`src/rtl/rs_bank_pkg.sv`:
```
// Shared types for the reservation-station bank: tag/operand widths, entry layout
// and the CDB wakeup helper used by both stored and freshly dispatched operands.
package rs_bank_pkg;

    localparam int ROB_TAG_LEN = 5;
    localparam int XLEN        = 32;
    localparam int OPC_W       = 6;

    typedef struct packed {
        logic                   ready;
        logic [XLEN-1:0]        value;
        logic [ROB_TAG_LEN-1:0] tag;
    } rs_src_t;

    typedef struct packed {
        logic                   valid;
        logic [ROB_TAG_LEN-1:0] rob_tag;
        logic [OPC_W-1:0]       opcode;
        rs_src_t                rs1;
        rs_src_t                rs2;
    } rs_entry_t;

    // An operand that is already ready keeps its value even if its stale tag matches.
    function automatic rs_src_t wake_src(input rs_src_t src,
                                         input logic cdb_valid,
                                         input logic [ROB_TAG_LEN-1:0] cdb_tag,
                                         input logic [XLEN-1:0] cdb_value);
        rs_src_t res;
        res = src;
        if (cdb_valid && !src.ready && (src.tag == cdb_tag)) begin
            res.ready = 1'b1;
            res.value = cdb_value;
        end
        return res;
    endfunction

endpackage

```
`src/rtl/rs_oldest_select.sv`:
```
// Picks the oldest (largest age) entry that is valid with both operands ready.
// Ages of valid entries are unique, so at most one grant bit is set.
module rs_oldest_select #(
    parameter int N     = 4,
    parameter int AGE_W = 2
) (
    input  logic [N-1:0]            valid,
    input  logic [N-1:0]            ready,
    input  logic [N-1:0][AGE_W-1:0] age,
    output logic [N-1:0]            grant,
    output logic                    any_ready
);

    logic [AGE_W-1:0] best_age;

    always_comb begin
        grant     = '0;
        any_ready = 1'b0;
        best_age  = '0;
        for (int i = 0; i < N; i++) begin
            if (valid[i] && ready[i] && (!any_ready || (age[i] > best_age))) begin
                grant     = '0;
                grant[i]  = 1'b1;
                best_age  = age[i];
                any_ready = 1'b1;
            end
        end
    end

endmodule

```
`src/rtl/rs_bank.sv`:
```
// Reservation-station bank for one FU class: allocates dispatched instructions, wakes
// operands from the CDB and presents the oldest ready entry to the issue unit.
module rs_bank
    import rs_bank_pkg::*;
#(
    parameter int NUM_ENTRIES = 4
) (
    input  logic                           clk,
    input  logic                           reset,
    input  logic                           flush,
    input  logic                           dispatch_valid,
    input  logic [ROB_TAG_LEN-1:0]         dispatch_rob_tag,
    input  logic [OPC_W-1:0]               dispatch_opcode,
    input  logic                           dispatch_rs1_ready,
    input  logic [XLEN-1:0]                dispatch_rs1_value,
    input  logic [ROB_TAG_LEN-1:0]         dispatch_rs1_tag,
    input  logic                           dispatch_rs2_ready,
    input  logic [XLEN-1:0]                dispatch_rs2_value,
    input  logic [ROB_TAG_LEN-1:0]         dispatch_rs2_tag,
    input  logic                           cdb_valid,
    input  logic [ROB_TAG_LEN-1:0]         cdb_tag,
    input  logic [XLEN-1:0]                cdb_value,
    input  logic                           issue_grant,
    output logic                           instr_ready,
    output logic [ROB_TAG_LEN-1:0]         out_ROB_tag,
    output logic [OPC_W-1:0]               out_opcode,
    output logic [XLEN-1:0]                out_rs1_value,
    output logic [XLEN-1:0]                out_rs2_value,
    output logic                           full,
    output logic [$clog2(NUM_ENTRIES):0]   free_count
);

    localparam int AGE_W = $clog2(NUM_ENTRIES);
    localparam int CNT_W = AGE_W + 1;

    rs_entry_t                        ent_q [NUM_ENTRIES];
    rs_entry_t                        ent_d [NUM_ENTRIES];
    logic [NUM_ENTRIES-1:0][AGE_W-1:0] age_q, age_d;

    logic [NUM_ENTRIES-1:0] valid_vec, ready_vec, sel_oh, alloc_oh;
    logic                   any_ready, issue_fire, alloc, free_found;
    logic [AGE_W-1:0]       free_age;
    logic [CNT_W-1:0]       used_cnt;
    rs_entry_t              disp_ent;

    always_comb begin
        valid_vec  = '0;
        ready_vec  = '0;
        alloc_oh   = '0;
        used_cnt   = '0;
        free_found = 1'b0;
        for (int i = 0; i < NUM_ENTRIES; i++) begin
            valid_vec[i] = ent_q[i].valid;
            ready_vec[i] = ent_q[i].rs1.ready && ent_q[i].rs2.ready;
            used_cnt     = used_cnt + CNT_W'(ent_q[i].valid);
            if (!ent_q[i].valid && !free_found) begin
                alloc_oh[i] = 1'b1;
                free_found  = 1'b1;
            end
        end
    end

    assign free_count = CNT_W'(NUM_ENTRIES) - used_cnt;
    assign full       = (free_count == '0);

    rs_oldest_select #(
        .N     (NUM_ENTRIES),
        .AGE_W (AGE_W)
    ) u_select (
        .valid     (valid_vec),
        .ready     (ready_vec),
        .age       (age_q),
        .grant     (sel_oh),
        .any_ready (any_ready)
    );

    always_comb begin
        out_ROB_tag   = '0;
        out_opcode    = '0;
        out_rs1_value = '0;
        out_rs2_value = '0;
        free_age      = '0;
        for (int i = 0; i < NUM_ENTRIES; i++) begin
            if (sel_oh[i]) begin
                out_ROB_tag   = ent_q[i].rob_tag;
                out_opcode    = ent_q[i].opcode;
                out_rs1_value = ent_q[i].rs1.value;
                out_rs2_value = ent_q[i].rs2.value;
                free_age      = age_q[i];
            end
        end
    end

    assign instr_ready = any_ready;
    assign issue_fire  = issue_grant && any_ready;
    // full reflects current occupancy, so a same-cycle grant never admits a dispatch
    assign alloc       = dispatch_valid && !full;

    always_comb begin
        disp_ent         = '0;
        disp_ent.valid   = 1'b1;
        disp_ent.rob_tag = dispatch_rob_tag;
        disp_ent.opcode  = dispatch_opcode;
        disp_ent.rs1     = wake_src(rs_src_t'{dispatch_rs1_ready, dispatch_rs1_value, dispatch_rs1_tag},
                                    cdb_valid, cdb_tag, cdb_value);
        disp_ent.rs2     = wake_src(rs_src_t'{dispatch_rs2_ready, dispatch_rs2_value, dispatch_rs2_tag},
                                    cdb_valid, cdb_tag, cdb_value);
    end

    always_comb begin
        for (int i = 0; i < NUM_ENTRIES; i++) begin
            ent_d[i] = ent_q[i];
            age_d[i] = age_q[i];
            if (flush) begin
                ent_d[i].valid = 1'b0;
                age_d[i]       = '0;
            end else if (alloc && alloc_oh[i]) begin
                ent_d[i] = disp_ent;
                age_d[i] = '0;
            end else if (ent_q[i].valid) begin
                if (issue_fire && sel_oh[i]) begin
                    ent_d[i].valid = 1'b0;
                    age_d[i]       = '0;
                end else begin
                    ent_d[i].rs1 = wake_src(ent_q[i].rs1, cdb_valid, cdb_tag, cdb_value);
                    ent_d[i].rs2 = wake_src(ent_q[i].rs2, cdb_valid, cdb_tag, cdb_value);
                    // older than everything new, closes the gap left by the freed entry
                    age_d[i] = age_q[i] + AGE_W'(alloc)
                             - AGE_W'(issue_fire && (age_q[i] > free_age));
                end
            end
        end
    end

    always_ff @(posedge clk or negedge reset) begin
        if (!reset) begin
            for (int i = 0; i < NUM_ENTRIES; i++) begin
                ent_q[i] <= '0;
            end
            age_q <= '0;
        end else begin
            for (int i = 0; i < NUM_ENTRIES; i++) begin
                ent_q[i] <= ent_d[i];
            end
            age_q <= age_d;
        end
    end

endmodule

```
`config.mk`:
```
export PLATFORM = sky130hd
export DESIGN_NAME = rs_bank
export DESIGN_NICKNAME = d
export VERILOG_FILES = /design/src/rtl/rs_bank_pkg.sv /design/src/rtl/rs_oldest_select.sv /design/src/rtl/rs_bank.sv
export SDC_FILE = /design/constraint.sdc
export NUM_CORES = 1
export LEC_CHECK = 0
export ABC_CLOCK_PERIOD_IN_PS = 14210
export BUFFER_PORTS_ARGS = -buffer_cell sky130_fd_sc_hd__buf_4
export CAP_MARGIN = 15
export CORE_ASPECT_RATIO = 0.5
export CORE_UTILIZATION = 38
export CTS_BUF_LIST = sky130_fd_sc_hd__clkbuf_8
export DETAILED_ROUTE_END_ITERATION = 6
export GPL_TIMING_DRIVEN = 0
export SLEW_MARGIN = 20
export SYNTH_ARGS = -nofsm -noshare
export SYNTH_HDL_FRONTEND = slang
export SYNTH_HIERARCHICAL = 1
export SYNTH_SLANG_ARGS = --single-unit
```
`constraint.sdc`:
```
create_clock -name clk -period 14.21 [get_ports clk]
set_clock_uncertainty 0.1 [all_clocks]
set_input_delay 2.842 -clock clk [delete_from_list [all_inputs] [get_ports clk]]
set_output_delay 2.842 -clock clk [all_outputs]
set_load 0.02 [all_outputs]
```
* After elaboration in Yosys (flattened, before gate mapping)
Index checks and enable logic that the tools add are counted.
Word-level totals: bits in registers 360, latch bits 0, bits in writable memories 0, memory bits (read-only) 0, memories kept 0
Operators by class: $add $sub $neg 12, multipliers 0, divide/modulo/power cells 0, order comparisons 7, eq/ne operators 14, shift operators 0, multiplexer cells 91, bitwise gates (word level) 1, reduce and logical (&&, ||, !) cells 99
Operators with widths (number):
- two-way mux 76 bit | 12
- two-way mux 33 bit | 10
- two-way mux 32 bit | 8
- == test 5 bit | 10
- logical AND 1 bit | 48
- two-way mux 2 bit | 23
- AND reduction 4 bit | 8
- two-way mux 1 bit | 27
- two-way mux 6 bit | 4
- nonzero test 2 bit | 12
- two-way mux 5 bit | 4
- logical NOT 1 bit | 19
- > comparator 2 bit | 7
- two-way mux 4 bit | 3
- nonzero test 3 bit | 4
- adder 2 x 1 -> 2 bit | 4
- != test 2 bit, second input constant | 4
- AND reduction 2 bit | 4
- subtractor 2 x 1 -> 2 bit | 4
- adder 2 x 1 -> 3 bit | 1
- adder 3 x 1 -> 3 bit | 1
- logical NOT 3 bit | 1
- logical OR 1 bit | 3
- subtractor 3 bit, first input constant | 1
- 2 further kinds | 2

* Longest topological paths before layout
depth after elaboration 26, mapped depth 37

* Cells and area by module
The synthesis kept the hierarchy.
By module, submodules not included:
- rs_bank | instances 1, cells each 1752, area an instance 19484.9 µm², seq. area each 9008.6 µm²
- rs_oldest_select | instances 1, cells each 46, area an instance 304.0 µm², seq. area each 0.0 µm²

* Least setup slack after synthesis
OpenSTA, ideal clock, no wires.
path kind reg2out, start register ent_q[339] in the netlist's numbering, end output out_rs1_value[0], arrival 5.091 ns, data required time 11.268 ns, path slack 6.177 ns, cell stages (with the launch flop) 28, path buffers 3, cell sequence dfrtp_1 -> inv_1 -> nor2_1 -> and2_0 -> nand2_1 -> ha_1 -> nor2b_4 -> o2111a_2 -> o21a_1 -> a31oi_1 -> ha_1 -> nor2b_1 -> o2111ai_2 -> and2_1 -> o22ai_1 -> ha_1 -> nor2b_1 -> o21ai_0 -> a21oi_1 -> nor2_1 -> clkbuf_1 -> nor2b_1 -> clkbuf_1 -> clkbuf_1 -> a22oi_1 -> nor2_1 -> a21oi_1 -> o21ai_0
Between the ends: elaborated cells on any way between the ends 28
RTL lines:
- start, declared | RTL line rs_bank.sv:36 | rs_entry_t ent_q [NUM_ENTRIES];
- start signal, assigned by index | RTL line rs_bank.sv:143 | ent_q[i] <= ent_d[i];
- logical AND 1 bit (*) | RTL line rs_bank.sv:54 | ready_vec[i] = ent_q[i].rs1.ready && ent_q[i].rs2.ready;
- via ready_vec[0] | RTL line rs_bank.sv:40 | logic [NUM_ENTRIES-1:0] valid_vec, ready_vec, sel_oh, alloc_oh;
- logical AND 1 bit (*) | RTL line rs_oldest_select.sv:21 | if (valid[i] && ready[i] && (!any_ready || (age[i] > best_age))) begin
- two-way mux 2 bit / two-way mux 1 bit (equally long branches) | RTL line rs_oldest_select.sv:21
- > comparator 2 bit / logical NOT 1 bit (equally long branches) | RTL line rs_oldest_select.sv:21
- logical OR 1 bit | RTL line rs_oldest_select.sv:21
- logical AND 1 bit | RTL line rs_oldest_select.sv:21
- two-way mux 2 bit / two-way mux 1 bit (equally long branches) | RTL line rs_oldest_select.sv:21
- [... 2 more ...]
- logical AND 1 bit | RTL line rs_oldest_select.sv:21
- two-way mux 2 bit / two-way mux 1 bit (equally long branches) | RTL line rs_oldest_select.sv:21
- > comparator 2 bit / logical NOT 1 bit (equally long branches) | RTL line rs_oldest_select.sv:21
- logical OR 1 bit | RTL line rs_oldest_select.sv:21
- logical AND 1 bit | RTL line rs_oldest_select.sv:21
- two-way mux 4 bit (*) | RTL line rs_oldest_select.sv:21
- via sel_oh[3] | RTL line rs_bank.sv:40
- two-way mux 32 bit (*) | RTL line rs_bank.sv:84 | if (sel_oh[i]) begin
- end, declared | RTL line rs_bank.sv:27 | output logic [XLEN-1:0] out_rs1_value,
The timed path passes the listed nets; every way through them passes the cells marked *.

* Worst setup path in the final report
start register ent_q[339] in the netlist's numbering, end output out_rs1_value[10]
Same word-level chain as after synthesis.

==> flow_summary.html <==
<table>
<tr><th>Metric</th><th>Value</th></tr>
<tr><th colspan="2">Run status</th></tr>
<tr><td>Result of the run</td><td>finished clean</td></tr>
<tr><th colspan="2">Timing</th></tr>
<tr><td>Min Clock Period, post-route</td><td>10650 ps</td></tr>
<tr><td>Achievable frequency</td><td>0.09390 GHz</td></tr>
<tr><td>Crit path setup slack, layout</td><td>3560 ps</td></tr>
<tr><td>Remaining max-slew budget at the tightest pin</td><td>22.62%</td></tr>
<tr><td>RSZ-0062 raised after global routing</td><td>false</td></tr>
<tr><td>Transition time at the pin with the least slew margin</td><td>1161 ps</td></tr>
<tr><td>Final count of hold timing violations</td><td>0</td></tr>
<tr><td>Share of the cycle needed by the critical path after routing</td><td>74.95%</td></tr>
<tr><td>Setup TNS</td><td>0 ps</td></tr>
<tr><td>Max Slew Vio Count</td><td>0</td></tr>
<tr><td>Setup violators final</td><td>0</td></tr>
<tr><th colspan="2">GRT</th></tr>
<tr><td>Maximum number of pins on one net before global-route repair</td><td>93</td></tr>
<tr><td>Overflow left after global routing</td><td>0</td></tr>
<tr><td>Overall global routing resource usage</td><td>22.87%</td></tr>
<tr><td>Vias in the first global route</td><td>15.61k</td></tr>
<tr><td>Initial antenna violation count</td><td>1</td></tr>
<tr><td>Wire length of the first global-routing pass</td><td>93.90 mm</td></tr>
<tr><th colspan="2">Worst hold path</th></tr>
<tr><td>Hold Path Stages</td><td>1</td></tr>
<tr><td>Worst min-delay path endpoint</td><td>ent_q[322]$_DFFE_PN0P_</td></tr>
<tr><td>Min-Delay Startpoint</td><td>ent_q[322]$_DFFE_PN0P_</td></tr>
<tr><td>Class of the worst hold path</td><td>reg2reg</td></tr>
<tr><th colspan="2">Detailed routing</th></tr>
<tr><td>Post-detailed-route wirelength per cell</td><td>21.80 um</td></tr>
<tr><td>Post-route antenna net violation count</td><td>0</td></tr>
<tr><td>Count of unresolved DRC violations after routing</td><td>0</td></tr>
<tr><td>Wirelength, routed</td><td>60.99 mm</td></tr>
<tr><td>Vias</td><td>15.24k</td></tr>
<tr><td>Vias per std cell</td><td>5.447</td></tr>
<tr><td>Number of iterations in the first detailed-routing pass</td><td>5</td></tr>
<tr><td>Number of DRC violations after detailed-routing iteration 0</td><td>1163</td></tr>
<tr><th colspan="2">Critical path</th></tr>
<tr><td>WP data arrival</td><td>7710 ps</td></tr>
<tr><td>Max stage delay on crit path</td><td>760 ps</td></tr>
<tr><td>Startpoint kind of the worst setup timing path</td><td>register</td></tr>
<tr><td>Data required time of the worst path</td><td>11270 ps</td></tr>
<tr><td>Slowest-stage cell, CP</td><td>sky130_fd_sc_hd__clkbuf_1</td></tr>
<tr><td>Worst reg2reg path endpoint</td><td>age_q[5]$_DFFE_PN0P_</td></tr>
<tr><td>Startpoint-to-endpoint class of the critical path</td><td>reg2out</td></tr>
<tr><td>Critical path capture point type</td><td>primary output</td></tr>
<tr><td>Crit Path Max Fanout</td><td>10</td></tr>
<tr><td>Minimum setup slack among reg-to-reg paths</td><td>5990 ps</td></tr>
<tr><td>Startpoint of the worst register-to-register path</td><td>ent_q[339]$_DFFE_PN0P_</td></tr>
<tr><td>Cells on worst reg2reg path</td><td>35</td></tr>
<tr><th colspan="2">Logic synthesis</th></tr>
<tr><td>Sequential-to-total area share from yosys stat</td><td>45.52%</td></tr>
<tr><td>Synthesized Nets</td><td>1953</td></tr>
<tr><td>Synth Warn #</td><td>6</td></tr>
<tr><td>Cell area after technology mapping</td><td>19790 um^2</td></tr>
<tr><td>Synthesized instance count</td><td>1798</td></tr>
<tr><td>Count of different cell masters after synthesis</td><td>48</td></tr>
<tr><td>Top-area cell type share of the netlist area</td><td>45.52%</td></tr>
<tr><td>Per-instance average area after synthesis</td><td>11.01 um^2</td></tr>
<tr><td>Share of async-settable or async-resettable flops after synthesis</td><td>100.0%</td></tr>
<tr><td>Number of enable flip-flop cells after synthesis</td><td>0</td></tr>
<tr><td>Synth Flop Type</td><td>sky130_fd_sc_hd__dfrtp_1</td></tr>
<tr><td>Top cell type by total area after synthesis</td><td>sky130_fd_sc_hd__dfrtp_1</td></tr>
<tr><td>Post-synthesis register bit count</td><td>360</td></tr>
<tr><td>Leading cell types by total area after synthesis</td><td>sky130_fd_sc_hd__dfrtp_1, sky130_fd_sc_hd__mux2_2, sky130_fd_sc_hd__a21oi_1, sky130_fd_sc_hd__mux2i_1, sky130_fd_sc_hd__nor2_1</td></tr>
<tr><th colspan="2">Cells and area</th></tr>
<tr><td>Commonest non-fill, non-tap cells in the layout</td><td>sky130_fd_sc_hd__mux2_2, sky130_fd_sc_hd__dfrtp_1, sky130_fd_sc_hd__buf_4</td></tr>
<tr><td>Combined flip-flop and latch cell area</td><td>9009 um^2</td></tr>
<tr><td>Area grow syn2layout</td><td>18.56%</td></tr>
<tr><td>Number of fill cells in the layout</td><td>4887</td></tr>
<tr><td>Area used by multi-input combinational logic</td><td>10180 um^2</td></tr>
<tr><td>Leading cell type in the layout, fill and taps excluded</td><td>sky130_fd_sc_hd__mux2_2</td></tr>
<tr><td>Total Nets Final</td><td>2220</td></tr>
<tr><td>Ratio of cells with drive above 1 in the final layout</td><td>38.06%</td></tr>
<tr><th colspan="2">Clock tree</th></tr>
<tr><td>TritonCTS sink count</td><td>360</td></tr>
<tr><td>CTS max path bufs</td><td>3</td></tr>
<tr><td>Number of buffers added to fix hold violations after cts</td><td>0</td></tr>
<tr><td>Depth of the CTS H-tree</td><td>2</td></tr>
<tr><td>Clock transition time at the flip-flop clock pins of the worst setup and hold paths</td><td>60 ps</td></tr>
<tr><td>Clock latency reported for the late side of the worst-skew pair</td><td>620 ps</td></tr>
<tr><td>Post-CTS Repair Setup Buffers</td><td>0</td></tr>
<tr><td>Total clock buffers created by CTS</td><td>57</td></tr>
<tr><td>Clk Tree Root Cell</td><td>sky130_fd_sc_hd__clkbuf_8</td></tr>
<tr><td>Number of gates resized after CTS</td><td>0</td></tr>
<tr><td>TritonCTS clock tree</td><td>built</td></tr>
<tr><th colspan="2">Floorplan</th></tr>
<tr><td>Starting density of the core</td><td>38.96%</td></tr>
<tr><td>Core Area</td><td>50800 um^2</td></tr>
<tr><td>Die area</td><td>53050 um^2</td></tr>
<tr><td>Core Rows</td><td>58</td></tr>
<tr><td>Floorplan die width</td><td>324.7 um</td></tr>
<tr><td>Total I/O pin count</td><td>210</td></tr>
<tr><td>DIE HEIGHT</td><td>163.4 um</td></tr>
<tr><th colspan="2">Job</th></tr>
<tr><td>Number of max-capacitance violations reported</td><td>0</td></tr>
<tr><th colspan="2">Power and ir drop</th></tr>
<tr><td>PwrDens</td><td>141.8 nW/um^2</td></tr>
<tr><td>Total leakage power</td><td>10.33 nW</td></tr>
<tr><td>Peak supply drop</td><td>67.09 uV</td></tr>
<tr><th colspan="2">Placement</th></tr>
<tr><td>Setup WS pre-CTS</td><td>4394 ps</td></tr>
<tr><td>Routability Congestion</td><td>0.8537</td></tr>
<tr><td>Detailed placer's ending HPWL</td><td>43.23 mm</td></tr>
<tr><td>Count of port buffers added during placement</td><td>204</td></tr>
</table>
==> cell usage after synthesis, drive strengths merged, types with 2 or more instances <==
| master | instances |
|---|---|
| nand3b | 5 |
| nor2 | 165 |
| nor3 | 4 |
| a31oi | 4 |
| a21oi | 164 |
| mux2 | 468 |
| xnor2 | 12 |
| ha | 24 |
| nor4 | 8 |
| o2111ai | 2 |
| nand4b | 2 |
| nor2b | 6 |
| buf | 50 |
| inv | 24 |
| a22oi | 77 |
| o22ai | 2 |
| mux2i | 64 |
| clkbuf | 74 |
| dfrtp | 360 |
| o211ai | 2 |
| xor2 | 42 |
| nand4 | 5 |
| and2 | 6 |
| nand3 | 9 |
| and3 | 5 |
| a2bb2oi | 3 |
| o21ai | 91 |
| nand2 | 96 |
| nand2b | 9 |
| o32ai | 2 |
| a211oi | 4 |
==> metal layers <==
metal  part of all wire [%]  GRT usage (%)
met1                     45          30.20
met2                     49          38.61
met3                    4.5          3.741
met4                    2.4          6.947
met5                      0              0
==> worst max-delay path by stage <==
stage                           start           endpoint  slack (ps)  depth (start not counted)
6_report       ent_q[339]$_DFFE_PN0P_  out_rs1_value[10]        3560                         28
5_1_grt        ent_q[339]$_DFFE_PN0P_  out_rs2_value[25]        3270                         28
4_1_cts        ent_q[339]$_DFFE_PN0P_  out_rs2_value[25]        3690                         28
3_5_place_dp   ent_q[339]$_DFFE_PN0P_  out_rs2_value[25]        4390                         28
3_3_place_gp   ent_q[339]$_DFFE_PN0P_  out_rs2_value[25]        4430                         28
2_1_floorplan  ent_q[339]$_DFFE_PN0P_   out_rs1_value[0]        6180                         27
==> registers in the layout, summed over array words and instances (netlist names) <==
name / count
ent_q: 352
age_q: 8
==> per-stage QoR <==
stage	total power, mW	utilization [%]	hold WS, ps	instance area, um^2	std cells
after floorplan	2.105	-	379.3	19790	1798
after global placement	2.396	43.67	386.7	22180	2692
after detailed placement	2.432	43.91	393.4	22310	2696
after CTS	3.344	46.17	407.7	23460	2797
after global routing	3.511	46.18	412.2	23460	2798
final	3.327	46.18	405.7	23460	2798
==> where the power goes <==
group	total, mW	leakage, nW	internal [mW]	switching, mW
combinational	0.904	5.07	0.457	0.447
clock	0.909	0.675	0.476	0.433
sequential	1.51	4.59	1.34	0.172
total	3.33	10.3	2.27	1.05
==> critical path: cells and delay by family, from the launching register on <==
kind	cells	cell delay [ps]
DFF	1	350
and+or+nand+nor	10	1790
buffers and inverters	5	1990
adders and majority gates	3	870
AOI/OAI and AO/OA	10	2060
==> cells by family after synthesis <==
logic type | after synthesis | synth area share (%)
AOI/OAI and AO/OA | 359 | 10.50
xor gates and xnor gates | 54 | 2.390
adders and majority gates | 25 | 1.619
buffers and inverters | 148 | 3.092
DFF | 360 | 45.52
muxes | 532 | 29.87
and+or+nand+nor | 320 | 7.006
==> layout make-up <==
type | count | share of cell area [%]
Multi-Input combinational cell | 1290 | 43.38
Sequential cell | 360 | 38.40
Timing Repair Buffer | 208 | 7.029
Clock buffer | 73 | 4.282
Tap cell | 690 | 3.680
Buffer | 124 | 2.224
Clock inverter | 28 | 0.6080
Inverter | 24 | 0.3840
Antenna cell | 1 | 0.01067
No activity file was read; power rests on OpenSTA's default activity.
